--- src/rtl/fixed_point_arith_pkg.sv ---
// Shared types and elaboration helpers for the fixed-point arithmetic units.
package fixed_point_arith_pkg;

   typedef enum logic [1:0] {SUB_IDLE, SUB_BUSY, SUB_DONE} sub_state_t;

   function automatic int clog2(input int v);
      int r;
      r = 0;
      for (int k = 0; k < 32; k++) begin
         if ((1 << r) < v) r++;
      end
      return r;
   endfunction

   // Register index width; never zero even for a single-slice build.
   function automatic int clog2_min1(input int v);
      return (clog2(v) < 1) ? 1 : clog2(v);
   endfunction

endpackage

--- src/rtl/prefix_sub_slice.sv ---
// Combinational W-bit Kogge-Stone adder slice; subtract is formed by the caller feeding ~b and ~borrow.
module prefix_sub_slice
   import fixed_point_arith_pkg::*;
#(
   parameter int W = 8
) (
   input  logic [W-1:0] x,
   input  logic [W-1:0] y,
   input  logic         cin,
   output logic [W-1:0] s,
   output logic         cout
);

   localparam int L = clog2(W);

   logic [L:0][W-1:0] gg;
   logic [L:0][W-1:0] pp;
   logic [W:0]        cy;

   assign gg[0] = x & y;
   assign pp[0] = x ^ y;

   for (genvar d = 1; d <= L; d++) begin : g_lvl
      localparam int D = 1 << (d - 1);
      for (genvar i = 0; i < W; i++) begin : g_bit
         if (i >= D) begin : g_merge
            assign gg[d][i] = gg[d-1][i] | (pp[d-1][i] & gg[d-1][i-D]);
            assign pp[d][i] = pp[d-1][i] & pp[d-1][i-D];
         end else begin : g_pass
            assign gg[d][i] = gg[d-1][i];
            assign pp[d][i] = pp[d-1][i];
         end
      end
   end

   // Group terms span bit 0..i, so cin folds in once at the end.
   assign cy[0] = cin;
   for (genvar i = 0; i < W; i++) begin : g_cy
      assign cy[i+1] = gg[L][i] | (pp[L][i] & cin);
   end

   assign s    = pp[0] ^ cy[W-1:0];
   assign cout = cy[W];

endmodule

--- src/rtl/sequential_prefix_sub.sv ---
// Multi-cycle c = a - b - bi, W bits per clock; ov port only with PREFIX_SUB_OVERFLOW_EN.
// Latency N/W clocks from accept to out_valid; one op per N/W+2 clocks.
// in_ready only in IDLE; result held in DONE until out_ready.
module sequential_prefix_sub
   import fixed_point_arith_pkg::*;
#(
   parameter int N = 32,
   parameter int W = 8
) (
   input  logic         clk,
   input  logic         rst,
   input  logic         in_valid,
   output logic         in_ready,
   input  logic [N-1:0] a,
   input  logic [N-1:0] b,
   input  logic         bi,
   output logic         out_valid,
   input  logic         out_ready,
   output logic [N-1:0] c,
   output logic         bo
`ifdef PREFIX_SUB_OVERFLOW_EN
  ,output logic         ov
`endif
);

   localparam int S  = N / W;
   localparam int IW = clog2_min1(S);

   if (N % W != 0) begin : g_bad_width
      $error("sequential_prefix_sub: N must be a multiple of W");
   end

   sub_state_t    state, state_nx;
   logic [N-1:0]  a_r;
   logic [N-1:0]  nb_r;
   logic          carry;
   logic [IW-1:0] idx;
   logic [W-1:0]  s;
   logic          cout;
   logic          last;

   assign last = (idx == IW'(S - 1));

   prefix_sub_slice #(.W(W)) u_slice (
      .x    (a_r[idx*W +: W]),
      .y    (nb_r[idx*W +: W]),
      .cin  (carry),
      .s    (s),
      .cout (cout)
   );

   always_ff @(posedge clk or posedge rst) begin
      if (rst) state <= SUB_IDLE;
      else     state <= state_nx;
   end

   always_comb begin
      state_nx  = state;
      in_ready  = 1'b0;
      out_valid = 1'b0;
      case (state)
         SUB_IDLE: begin
            in_ready = 1'b1;
            if (in_valid) state_nx = SUB_BUSY;
         end
         SUB_BUSY: begin
            if (last) state_nx = SUB_DONE;
         end
         SUB_DONE: begin
            out_valid = 1'b1;
            if (out_ready) state_nx = SUB_IDLE;
         end
         default: state_nx = SUB_IDLE;
      endcase
   end

   // Borrow chain is carried as an inverted carry: a + ~b + ~bi.
   always_ff @(posedge clk or posedge rst) begin
      if (rst) begin
         a_r   <= '0;
         nb_r  <= '0;
         carry <= 1'b0;
         idx   <= '0;
         c     <= '0;
         bo    <= 1'b0;
`ifdef PREFIX_SUB_OVERFLOW_EN
         ov    <= 1'b0;
`endif
      end else begin
         case (state)
            SUB_IDLE: begin
               if (in_valid) begin
                  a_r   <= a;
                  nb_r  <= ~b;
                  carry <= ~bi;
                  idx   <= '0;
               end
            end
            SUB_BUSY: begin
               c[idx*W +: W] <= s;
               carry         <= cout;
               idx           <= idx + 1'b1;
               if (last) begin
                  idx <= '0;
                  bo  <= ~cout;
`ifdef PREFIX_SUB_OVERFLOW_EN
                  // nb_r holds ~b, so equal MSBs mean a and b differ in sign.
                  ov  <= (a_r[N-1] == nb_r[N-1]) && (s[W-1] != a_r[N-1]);
`endif
               end
            end
            default: ;
         endcase
      end
   end

endmodule

--- config.mk ---
export PLATFORM = sky130hd
export DESIGN_NAME = sequential_prefix_sub
export DESIGN_NICKNAME = d
export VERILOG_FILES = /design/src/rtl/fixed_point_arith_pkg.sv /design/src/rtl/prefix_sub_slice.sv /design/src/rtl/sequential_prefix_sub.sv
export SDC_FILE = /design/constraint.sdc
export NUM_CORES = 1
export LEC_CHECK = 0
export BUFFER_PORTS_ARGS = -buffer_cell sky130_fd_sc_hd__buf_2
export CAP_MARGIN = 15
export CELL_PAD_IN_SITES_DETAIL_PLACEMENT = 1
export CELL_PAD_IN_SITES_GLOBAL_PLACEMENT = 2
export CORE_MARGIN = 2
export CORE_UTILIZATION = 38
export CTS_CLUSTER_DIAMETER = 80
export DETAILED_ROUTE_END_ITERATION = 10
export PLACE_DENSITY_LB_ADDON = 0.1
export SETUP_SLACK_MARGIN = 0.4
export SLEW_MARGIN = 20
export SYNTH_ARGS = -nofsm -noshare
export SYNTH_HDL_FRONTEND = slang
export SYNTH_SLANG_ARGS = --single-unit
--- constraint.sdc ---
create_clock -name clk -period 8.58 [get_ports clk]
set_input_delay 2.145 -clock clk [delete_from_list [all_inputs] [get_ports clk]]
set_output_delay 2.145 -clock clk [all_outputs]
set_load 0.02 [all_outputs]
### Word level (Yosys, flattened, before mapping)

Index checks and enable logic that the tools add are counted.

* register bits after elaboration: 102
* output and inout bits: 35
* logic and storage cells: 110
* input bits: 69

* add/sub/neg operators: 2
* equality and inequality tests: 6
* reduce and logical (&&, ||, !) cells: 6
* shift-type cells: 4
* multiplexer cells: 12
* bitwise logic cells: 73

Operator list (number)
* $shiftx A32 B6 Y8: 2
* $and A1 B1 Y1: 42
* $neg A5 Y34: 1
* $shift A8 B34 Y32 const A: 1
* $shiftx A8 B34 Y32: 1
* $bwmux W32: 1
* $not A32 Y32: 1
* $or A1 B1 Y1: 25
* $xor A8 B8 Y8: 2
* $mux W2: 5
* $and A8 B8 Y8: 1
* $ne A2 B2 Y1 const B: 3
* $pmux W2 S3: 1
* $reduce_and A2 Y1: 3
* $eq A2 B2 Y1 const B: 2
* $pmux W2 S2: 1
* $mux W1: 3
* $reduce_and A3 Y1: 1
* $add A2 B1 Y2 const B: 1
* $eq A2 B1 Y1 const B: 1
* $logic_not A2 Y1: 1
* $not A1 Y1: 2
* $pmux W1 S2: 1
* $reduce_bool A2 Y1: 1

### Logic depth before layout (Yosys ltp)

Gate-level depths: netlist of the first run.

* depth in word-level cells: 11
* gate-level depth with buffers: 9
* mapped depth without buffers: 7

### By module

Synthesis of the first run repeated with hierarchy kept, for this count alone.

* cells, all modules: 349
* area total of the unflattened synthesis: 4566.9 um^2

By module, submodules not included
* sequential_prefix_sub: cells each 309, seq. area each 2552.4 um^2, instances 1, area an instance 4246.6 um^2
* prefix_sub_slice: cells each 40, seq. area each 0.0 um^2, instances 1, area an instance 320.3 um^2

### Least setup slack after synthesis of the first run

Ideal clock, no wire load.

* path kind: input port to flip-flop
* start point: in in_valid
* end point: reg a_r[0]
* path slack: 5.501 ns
* arrival: 2.954 ns
* setup time: 0.125 ns
* stages: 4
* data required time: 8.455 ns
* path buffers: 1
* cell sequence: nand2b_1 -> nor2_2 -> buf_2 -> mux2_2

* longest elaborated chain between the ends: 1

Ends and longest elaborated chain
* start: declaration: line sequential_prefix_sub.sv:12 `input logic in_valid,`
* $reduce_and A2 Y1 (no source line)
* end signal: assignment: line sequential_prefix_sub.sv:80 `a_r <= '0;`
* end signal: assignment: line sequential_prefix_sub.sv:93 `a_r <= a;`
* end: declaration: line sequential_prefix_sub.sv:34 `logic [N-1:0] a_r;`

No other way between the ends.
A chain may end at the register's enable or synchronous reset.

### Worst setup path after layout of the first run

* start point: in in_valid
* end point: reg a_r[22]

Same word-level chain as after synthesis.

==> results of run 1 <==
-- worst max-delay path: cells and delay by family --
kind / cells / cell delay, ns
AND/OR/NAND/NOR: 2 / 0.19
buffers and inverters: 2 / 0.84
multiplexers: 1 / 0.41
-- report_power, final --
group	total, mW	internal, mW	switching (mW)
sequential	0.812	0.686	0.126
clock	0.493	0.315	0.178
combinational	1.50	0.597	0.906
total	2.81	1.60	1.21
-- synthesized netlist by cell type, drive strengths merged, types with 2 or more instances --
library cell  count  area share, %
a21oi            43            4.6
or3               2           0.38
mux4             16            7.8
o21ai            22            2.8
nand2b            3           0.40
nor2             41            3.4
clkbuf            4           0.32
xor2              3           0.57
xnor2             2           0.38
ha               15            4.0
nand4             3           0.40
nor3              2           0.57
a22o             17            3.2
buf              12            1.4
a21o              2           0.32
inv               4           0.32
or2b              2           0.32
dfrtp           102             55
mux2             33            8.0
nand2            31            2.8
-- layer usage --
metal  wire (µm)  up-vias  track usage [%]
li1            -     1550                -
met5           0        -                0
met1        5040     1631             24.4
met4         181        0             7.07
met2        5580       65             30.5
met3         392       11             3.44
-- cells by family (layout without fill, tap and decap cells) --
family / Yosys count / after routing / share of synthesized area (%)
flops: 102 / 102 / 55.0
compound gates: 93 / 93 / 12.5
simple gates: 90 / 90 / 9.25
mux: 49 / 49 / 15.8
buf+inv: 20 / 127 / 2.08
fa+ha+maj: 16 / 16 / 4.47
xor+xnor: 5 / 5 / 0.944
-- per-stage QoR --
stage                     util (%)  std cells  cell area, µm²  hold WS (ns)  setup slack [ns]
after global routing          47.3        629            5660         0.513              5.04
final                         47.3        629            5660         0.475              5.15
after detailed placement      44.3        613            5300         0.466              4.79
after global placement        44.3        613            5300         0.458              4.82
after floorplan                  -        375            4640         0.475              3.76
after CTS                     47.3        629            5660         0.482              5.15
-- registers in the layout, indices dropped and copies added, names as in the netlist --
register and count:
a_r 32, idx 2, c 32, state 2, carry 1, nb_r 32
bo 1
-- area by class of cell --
cell class / count / area (µm²)
Sequential cell: 102 / 2550
Clock buffer: 10 / 229
Multi-Input combinational cell: 253 / 2000
Fill cell: 1296 / 6300
Timing Repair Buffer: 107 / 546
Clock inverter: 6 / 134
Inverter: 4 / 17.5
Tap cell: 147 / 184
-- path summary, 6_finish.rpt --
kind,from,endpoint,depth (start not counted)
worst min register to register,c[11],c[11],2
worst max register to register,idx[0],c[23],8
max in group asynchronous,rst,nb_r[10],3
worst min-delay path,c[11],c[11],2
worst max-delay path,in_valid,a_r[22],5
min in group asynchronous,rst,c[16],2
==> results.txt, run 1 <==
The flow ran to the end, and the final reports show no timing, DRC or antenna violations. Setup repair after global routing left no endpoint under its margin. For this design, the sink count on the clock tree is 102.

For the quantity of gates resized following cts, the log shows 0. The netlist area before placement is 0.00464 mm², and the final global-route overflow total is 0. The library cells used most frequently in the layout, excluding fill and tap cells, are 103 x sky130_fd_sc_hd__buf_2, 102 x sky130_fd_sc_hd__dfrtp_1, 43 x sky130_fd_sc_hd__a21oi_1.

The total track usage came out at 18.5%. Setup violations remaining at the end of the flow were counted as 0. The via count of the first global-routing pass was 3470; the total power after layout was 2.81 mW. In the finished design, the share of the clock period the worst path needs comes to 40.0%.

Clock-pin slew on the worst setup and hold paths: 0.07 ns. TritonCTS built the clock tree. Summing over every cut layer, the via total after detailed routing is 3257. The synthesized design contains 0 enable-type register cells. Summed over all failing endpoints, the final setup total negative slack is 0 ns. The tools report the post-synth net total as 460. During synthesis, Yosys emitted a total of 0 warnings. Entering global routing, the biggest net connects 98 pins.

The tools report the worst IR drop on VDD as 0.214 mV. The number of maximum-capacitance violations was 0; the wire length per cell after detailed routing was 17.8 µm. Counting distinct cell types in the post-synthesis netlist gives 44.

After synthesis, the mean cell area works out to 12.4 µm². For flop-to-flop paths, the worst setup slack is 5.31 ns. The worst clock skew was 0.00474 ns; the worst-margin pin slew was 1.04 ns.

The startpoint class of the critical path was an input pin. The library cell used most frequently in the layout, excluding fill and tap cells, is sky130_fd_sc_hd__buf_2. For the required time at the worst-slack endpoint, the log shows 8.81 ns. The clock passes through at most 2 buffers. Cells with a size suffix above 1 make up 38.8% of the layout. The worst hold path belongs to the class reg -> reg. Data arrives at the worst endpoint at 3.66 ns. The congestion estimate from routability-driven global placement came to 0.765. The power per standard cell area came out at 496 mW/mm². Before antenna repair, the detailed router went through 4 iterations.

For this design, the slowest cell found on the critical path is sky130_fd_sc_hd__buf_4. Sort of element at the end of the critical path: a flop. For this run, the post-layout net count is 562. The final critical-path required period came out at 3.43 ns.

The post-synthesis sequential area ratio came out at 55.0%. The tools report the leakage power summed over all cells as 2.63 nW. For this configuration, the core starts out at a cell density of 38.8%. The root buffer cell chosen for the clock tree is sky130_fd_sc_hd__clkbuf_16.

The clock tree synthesis step divided the H-tree into 3 levels. The initial antenna violation count is 0. The repair_antennas step left the layout with diodes totalling 0. The async set-reset flop share out of synthesis came out at 100%. Headroom to the max-slew limit came out at 30.7%. After detailed routing, the total wire length is 11200 µm. The number of clock buffers added by TritonCTS is 9. The insertion delay to the later sink of the worst-skew pair was 0.35 ns. The most instantiated flip-flop cell in the synthesis netlist is sky130_fd_sc_hd__dfrtp_1. In this run, post-CTS hold repair placed 0 buffers.

Per-cell via count in the routed design: 5.18. The logs give 18300 µm for the wire length of the first global-routing pass and 0.0120 mm² for the floorplan core area. The fmax is 0.292 GHz, and the number of post-CTS setup repair buffers is 0. The floorplan step defined a die boundary enclosing 0.0131 mm². The total half-perimeter wirelength after legalization and detailed placement is 8100 µm, and the number of buffers added on ports is 103.

The delay of the slowest critical-path stage works out to 0.75 ns. The signed area change from the synthesized netlist to the final layout is 21.9%. The residual DRC count was 0; the number of placed I/O pins was 104. The number of pins exceeding their max-slew limit in the final report came out at 0. The tools report the number of rows in the core area as 40.

In this run, the number of DRC markers left after iteration 0 of detailed routing was 119. The number of cells produced by synthesis is 375, and the final antenna-violating net count is 0. In this run the horizontal extent of the chip is 115 µm. The critical path goes through buf_2, nand2b_1, nor2_4, buf_4, mux2_2. The startpoint-to-endpoint class of the critical path is in -> reg. The number of hold violations in the final report was 0. Along the worst path, the maximum fanout reaches 97. The vertical die dimension works out to 115 µm. The register bit count reported by yosys is 102.
No activity file was read; power rests on OpenSTA's default activity.
==> inputs of run 2 (changes only) <==
--- a/config.mk
+++ b/config.mk
@@ -10,7 +10,7 @@
 export CELL_PAD_IN_SITES_DETAIL_PLACEMENT = 1
 export CELL_PAD_IN_SITES_GLOBAL_PLACEMENT = 2
 export CORE_MARGIN = 2
-export CORE_UTILIZATION = 38
+export CORE_UTILIZATION = 32
 export CTS_CLUSTER_DIAMETER = 80
 export DETAILED_ROUTE_END_ITERATION = 10
 export PLACE_DENSITY_LB_ADDON = 0.1
==> constraint.sdc (replaced) <==
create_clock -name clk -period 3 [get_ports clk]
set_input_delay 0.75 -clock clk [delete_from_list [all_inputs] [get_ports clk]]
set_output_delay 0.75 -clock clk [all_outputs]
set_load 0.02 [all_outputs]
==> results.txt, run 2 (synthesis gave the netlist of run 1 again) <==
The number of placed I/O pins is 104, and the endpoint arrival time on the critical path is 2.77 ns. The tool flagged a number of max-cap violations equal to 0. In the final routed layout, each cell accounts on average for 17.7 µm. In this run the worst hold path is classified as in -> async. The worst pin sits at a relative slew slack of 59.8%.

Detailed placement ended at an HPWL of 8760 µm. After routing, the total negative slack on setup checks comes to 0 ns. The number of rows in the core area is 44, and the hold-fix buffer count after cts is 0.

In this run the clock root is driven by a sky130_fd_sc_hd__clkbuf_16. For the worst setup path, the data required time is 3.23 ns. The area growth from synthesis to layout is 26.4%. The library cell used most frequently in the layout, excluding fill and tap cells, is sky130_fd_sc_hd__buf_2.

For the insertion delay to the later sink of the worst-skew pair, the log shows 0.35 ns. The antenna diode count is 0, and the worst IR drop on VDD is 0.626 mV. The tools report the via count of the first global-routing pass as 3685.

Entering global routing, the biggest net connects 93 pins. The logs give 0 for the final antenna-violating net count and 16.2% for the total track usage. At the end of routability-driven placement, the weighted congestion stood at 0.800. The die is 124 µm tall.

The first global-routing pass estimated 19700 µm of wire. The worst setup path is launched from a flop. The final critical-path required period was 2.53 ns. The worst-margin pin slew came out at 0.599 ns. For the number of hold violations in the final report, the log shows 0. The overall die width is 124 µm, and the total die area is 0.0155 mm².

The critical path goes through buf_12, mux4_2, ha_4, o211ai_1, o21ai_2, buf_4, a31oi_1, mux2_2. For this run, the top clock speed supported by timing is 0.395 GHz. Counting cells, the worst reg-to-reg path comes to 8. The critical path is of the reg -> reg type.

The flow ran to the end, and the final reports show no timing, DRC or antenna violations. Along the worst path, the maximum fanout reaches 5. In the final layout, the registers with the most flip-flops are a_r (32), c (32), nb_r (32). The clock sink count was 102. After clock tree synthesis, the clock-pin slew on the worst setup and hold paths is 0.07 ns.

The pre-antenna-repair detailed-routing pass consisted of 4 iterations. In the layout the commonest cells are 103 x sky130_fd_sc_hd__buf_2, 100 x sky130_fd_sc_hd__dfrtp_1, 40 x sky130_fd_sc_hd__nor2_1. For this run the aggregate overflow at the end of global routing stands at 0. TritonCTS built the clock tree. The number of buffers added on ports is 103. Setup repair after global routing could not meet its margin everywhere. The initial antenna violation count is 0. In this run, placement finished with an instance count of 656. The logs give 680 for the number of non-filler instances in the completed layout and 3 for the number of H-tree levels.

For the number of buffers added by the clock tree synthesis step, the log shows 9. After the first detailed-routing iteration, the DRC count stood at 158. The initial core utilization came out at 32.3%.

For this design the static power due to leakage is 2.67 nW. The logs give 576 for the number of nets in the layout and 2 for the number of buffers on the longest clock path. After layout, the worst path uses 84.4% of the clock period.

Summing over every cut layer, the via total after detailed routing is 3378. For the post-detailed-routing wire length, the log shows 12000 µm. Worst clock skew: 0.00694 ns. Total of endpoints with negative setup slack in the final report: 0. Slowest cell on the critical path: sky130_fd_sc_hd__mux4_2. The delay of the slowest critical-path stage works out to 0.55 ns. The number of pins exceeding their max-slew limit in the final report is 0. Sort of element at the end of the critical path: a flop. The residual DRC count was 0. The floorplan step defined a core boundary enclosing 0.0144 mm².

Power per standard cell area: 1430 mW/mm². The per-cell via count in the routed design came out at 4.97. The share of cells above drive strength 1 is 42.7%.
## run 2: cell type report
type                            count  area, µm²
Clock buffer                       13        250
Multi-Input combinational cell    253       2080
Timing Repair Buffer              121        716
Sequential cell                   102       2550
Fill cell                        1572       8500
Tap cell                          184        230
Clock inverter                      3       20.0
Inverter                            4       18.8
## run 2: per-stage QoR
step	hold WS [ns]	utilization, %	total power, mW	area, µm²	worst slack, ns
floorplan	0.475	-	5.42	4650	0.434
global placement	0.459	37.8	6.78	5430	0.227
detailed placement	0.466	37.8	6.86	5430	0.133
CTS	0.382	39.9	8.07	5730	0.388
global route	0.396	40.8	9.08	5870	0.342
finish	0.387	40.8	8.41	5870	0.468
## run 2: per-layer routing
metal,up-vias,share of wire [%],global-route usage (%)
li1,1582,-,-
met1,1717,42,20.3
met2,68,53,27.9
met3,11,3.7,3.65
met4,0,1.3,4.96
met5,-,0,0
## run 2: path summary, 6_finish.rpt
path / startpoint / to / slack (ns)
max: idx[1] / bo / 0.47
max in group asynchronous: rst / idx[1] / 2.03
min reg2reg: c[25] / c[25] / 0.47
min in group clk: c[25] / c[25] / 0.47
max reg2reg: idx[1] / bo / 0.47
min: rst / c[18] / 0.39
## run 2: worst max-delay path: cells and delay by family (launching register included)
kind,cells,cell delay (ns)
buffers and inverters,2,0.30
muxes,2,0.84
AOI/OAI and AO/OA,3,0.48
adders and majority gates,1,0.33
DFF,1,0.47
## run 2: where the power goes
part           internal (mW)  switching [mW]
logic                   2.19            2.80
registers               1.97           0.360
clock network          0.585           0.504
## run 2: repair_timing
action                                  in CTS  in global routing
resized for setup                            3                 17
pin swaps                                    1                  8
endpoints found under the setup margin      30                 20
setup buffers                                1                  7
hold endpoints to repair                     0                  0
==> inputs of run 3 (changes only) <==
--- a/config.mk
+++ b/config.mk
@@ -5,6 +5,7 @@
 export SDC_FILE = /design/constraint.sdc
 export NUM_CORES = 1
 export LEC_CHECK = 0
+export ABC_AREA = 1
 export BUFFER_PORTS_ARGS = -buffer_cell sky130_fd_sc_hd__buf_2
 export CAP_MARGIN = 15
 export CELL_PAD_IN_SITES_DETAIL_PLACEMENT = 1
==> constraint.sdc (replaced) <==
create_clock -name clk -period 2.6 [get_ports clk]
set_input_delay 0.65 -clock clk [delete_from_list [all_inputs] [get_ports clk]]
set_output_delay 0.65 -clock clk [all_outputs]
set_load 0.02 [all_outputs]
==> results.txt, run 3 <==
The run finished with clean final reports. The tools report the startpoint class of the critical path as a flop. The final critical path takes up 87.3% of the cycle. The total track usage was 18.8%. The synthesized netlist devotes 11.4% of its cell area to compound gates.

The tools report the number of maximum-capacitance violations as 0. The critical path is of the reg -> reg type. The routed via count is 4288. The floorplan core area came out at 0.0146 mm². Summing the areas of all and, or, nand and nor instances in the mapped netlist gives 25.8% of the synthesized area.

The library cell used most frequently in the layout, excluding fill and tap cells, is sky130_fd_sc_hd__nand2_1. By instance count, the leading cell after synthesis is sky130_fd_sc_hd__nand2_1. For this block, the initial DRC count from the detailed router was 168.

For this run, design rule violations remaining after detail routing come to 0. Setup repair after global routing could not meet its margin everywhere. Counting every sink on the clock net gives 102. In this run the mean area of a mapped cell was 8.31 µm².

At the end of the flow, the number of nets in the layout was 781. Input and output buffers added on the ports amount to 103. In the synthesized netlist the dominant register cell turns out to be sky130_fd_sc_hd__dfrtp_1. Sorting the synthesized cells by area gives the leading types as sky130_fd_sc_hd__dfrtp_1 53%, sky130_fd_sc_hd__nand2_1 18%, sky130_fd_sc_hd__o21ai_0 6.9%. Across all hold checks on the routed design, the worst slack comes to 0.444 ns. After legalization and detailed placement, the total HPWL measured 10200 µm.

The antenna diode count was 0. In this run, CTS created clock tree buffers numbering 9. During I/O placement, the number of pins put on the boundary was 104. The logs give 0 for the initial antenna violation count and 0.00485 mm² for the netlist area before placement. STA puts the critical path data arrival time at 2.55 ns. The final critical-path required period is 2.27 ns.

Entering global routing, the biggest net connects 103 pins. The wire length per cell after detailed routing is 16.6 µm, and the total die area is 0.0161 mm². Of the synthesized area, sequential elements account for 52.7%. The logs give 0.00769 ns for the worst clock skew and 0.329 ns for the minimum setup slack in the final design.

The cell count after synthesis came out at 583. The tools report the final weighted congestion in routability-driven placement as 0.796. The cell chosen for the clock root was sky130_fd_sc_hd__clkbuf_16. The analysis attributes to cell leakage a power of 3.31 nW. The initial core utilization came out at 33.1%. The synthesized netlist devotes 0.697% of its cell area to XOR and XNOR gates. Of all nets on the critical path, the largest fanout is 8. The die is 127 µm tall. The tightest min-delay check is of the in -> async type. The dominant combinational cell family by area after synthesis was simple AND/OR/NAND/NOR gates. For the worst IR drop on VDD, the log shows 0.554 mV. In the final layout, the registers with the most flip-flops are a_r (32), c (32), nb_r (32). By count the netlist is led by 227 x sky130_fd_sc_hd__nand2_1, 102 x sky130_fd_sc_hd__dfrtp_1, 67 x sky130_fd_sc_hd__o21ai_0, 40 x sky130_fd_sc_hd__nor2_1, 28 x sky130_fd_sc_hd__inv_1.

For the post-detailed-routing wire length, the log shows 14600 µm. Headroom to the max-slew limit came out at 61.6%. The logs give 44 for the number of rows in the core area and 0.162 ns for the worst setup timing slack at the placement stage. In the synthesized netlist, mux cells make up 0% of the area.

The logs give 0 for the number of pins exceeding their max-slew limit in the final report and 4596 for the via count of the first global-routing pass. The critical path launch point is idx[0]. The total negative slack for setup checks was 0 ns; the overall die width was 127 µm. The largest total area in the synthesized netlist belongs to sky130_fd_sc_hd__dfrtp_1. Based on the critical path, the design can be clocked at up to 0.440 GHz. The adder and majority cell fraction of the synthesized area was 4.29%. Once layout is done, the placed cells without fillers occupy 0.00627 mm².

Counting flops with an async set or reset pin after synthesis yields a share of 100%. Relative to the synthesized area, the layout overhead comes to 29.3%. At the later pin of the worst-skew pair, clock insertion delay measures 0.35 ns. For the total power after layout, the log shows 10.6 mW. Leaving out fill and tap cells, the most frequent cells in the layout are 217 x sky130_fd_sc_hd__nand2_1, 103 x sky130_fd_sc_hd__buf_2, 101 x sky130_fd_sc_hd__dfrtp_1.

Summing all placed instances gives a cell area of 0.00558 mm². Summed over its instances, the top area cell type makes up 52.7% of the synthesized netlist area. Setup violations remaining at the end of the flow were counted as 0. The tools report the post-synth net total as 668. In this run, distinct cell masters in the synthesized netlist total 31. The per-cell via count in the routed design was 4.86; the hold-fix buffer count after cts was 0.

The first global-routing pass estimated 23700 µm of wire. The sort of element at the end of the critical path was a flop. The run gives 2.88 ns as the required time at the worst-slack endpoint.

For this run the aggregate overflow at the end of global routing stands at 0. The clock tree synthesis step divided the H-tree into 3 levels. At the pin with the least slew margin, the transition time is 0.576 ns.

Number of hold violations in the final report: 0. For the detailed-router iteration count before antenna repair, the log shows 4. The source of the worst register-to-register timing path is idx[0].

After clock tree synthesis, the clock-pin slew on the worst setup and hold paths is 0.07 ns. The share of cells above drive strength 1 was 29.5%; the register bit count reported by yosys was 102. The count of flip-flops with a built-in enable after synthesis was 0; the final antenna-violating net count was 0. In this run the deepest clock path goes through 2 buffers. The Yosys step of the flow raised 0 warnings.

For this design the ratio of total power to cell area is 1700 mW/mm². TritonCTS built the clock tree.
[run 3: cell types whose count changed after synthesis, moves of 13 or more]
cell / change
sky130_fd_sc_hd__nand3_1: +15
sky130_fd_sc_hd__o22ai_1: +15
sky130_fd_sc_hd__a21oi_1: -39
sky130_fd_sc_hd__a22o_1: -13
sky130_fd_sc_hd__o21ai_0: +54
sky130_fd_sc_hd__mux2_2: -33
sky130_fd_sc_hd__mux4_2: -16
sky130_fd_sc_hd__nand2_1: +200
sky130_fd_sc_hd__inv_1: +24
[run 3: cell families after synthesis]
| family | count (synthesis) |
|---|---|
| flip-flops | 102 |
| XOR/XNOR | 3 |
| adder cells (fa/ha/maj) | 16 |
| AND/OR/NAND/NOR | 302 |
| AO/OA/AOI/OAI | 102 |
| buffers and inverters | 58 |
[run 3: where the power goes]
group          switching, mW  internal (mW)
Combinational           3.97           2.57
Clock                  0.578          0.790
Sequential             0.464           2.27
[run 3: final cells by class]
class                           count  area (µm²)
Fill cell                        1762        8380
Sequential cell                   102        2550
Multi-Input combinational cell    423        2270
Timing Repair Buffer              126         783
Clock buffer                       13         260
Tap cell                          184         230
Inverter                           34         136
Clock inverter                      1        30.0
[run 3: layer usage]
| metal | GRT usage [%] | share of wire [%] | wire length (µm) |
|---|---|---|---|
| met1 | 24.2 | 46 | 6780 |
| met2 | 31.9 | 49 | 7130 |
| met3 | 3.52 | 3.0 | 446 |
| met4 | 6.40 | 1.8 | 265 |
| met5 | 0 | 0 | 0 |
[run 3: through the flow]
| step | util [%] | instances |
|---|---|---|
| 3_3_place_gp | 38.1 | 855 |
| 4_1_cts | 41.5 | 879 |
| 3_5_place_dp | 38.1 | 855 |
| 2_1_floorplan | - | 583 |
| 6_report | 42.8 | 883 |
| 5_1_grt | 42.8 | 883 |
[run 3: final timing paths]
| path | endpoint | slack, ns | cells past startpoint |
|---|---|---|---|
| max | c[27] | 0.33 | 14 |
| min | c[24] | 0.44 | 3 |
| max reg2reg | c[27] | 0.33 | 14 |
| min reg2reg | c[13] | 0.48 | 2 |
| max in group asynchronous | nb_r[5] | 1.70 | 3 |
| min in group clk | c[13] | 0.48 | 2 |
[run 3: repair_timing]
| item | 4_1_cts | 5_1_grt |
|---|---|---|
| buffers inserted | 9 | 3 |
| gates cloned | 1 | 1 |
| resized for setup | 38 | 44 |
| pin swaps | 13 | 16 |
| endpoints found under the setup margin | 25 | 31 |
[run 3: worst max-delay path: stages (launching register included)]
cell,delay (ns)
sky130_fd_sc_hd__dfrtp_2,0.46
sky130_fd_sc_hd__clkinv_4,0.12
sky130_fd_sc_hd__buf_12,0.15
sky130_fd_sc_hd__nor2_2,0.05
sky130_fd_sc_hd__o22ai_2,0.25
sky130_fd_sc_hd__ha_1,0.27
sky130_fd_sc_hd__nand2_1,0.09
sky130_fd_sc_hd__nand2_1,0.06
sky130_fd_sc_hd__nand2_1,0.10
sky130_fd_sc_hd__nand2_2,0.11
sky130_fd_sc_hd__xor2_2,0.17
sky130_fd_sc_hd__nand2_1,0.10
sky130_fd_sc_hd__nor2_2,0.16
sky130_fd_sc_hd__nand2_1,0.07
sky130_fd_sc_hd__nand2_1,0.05
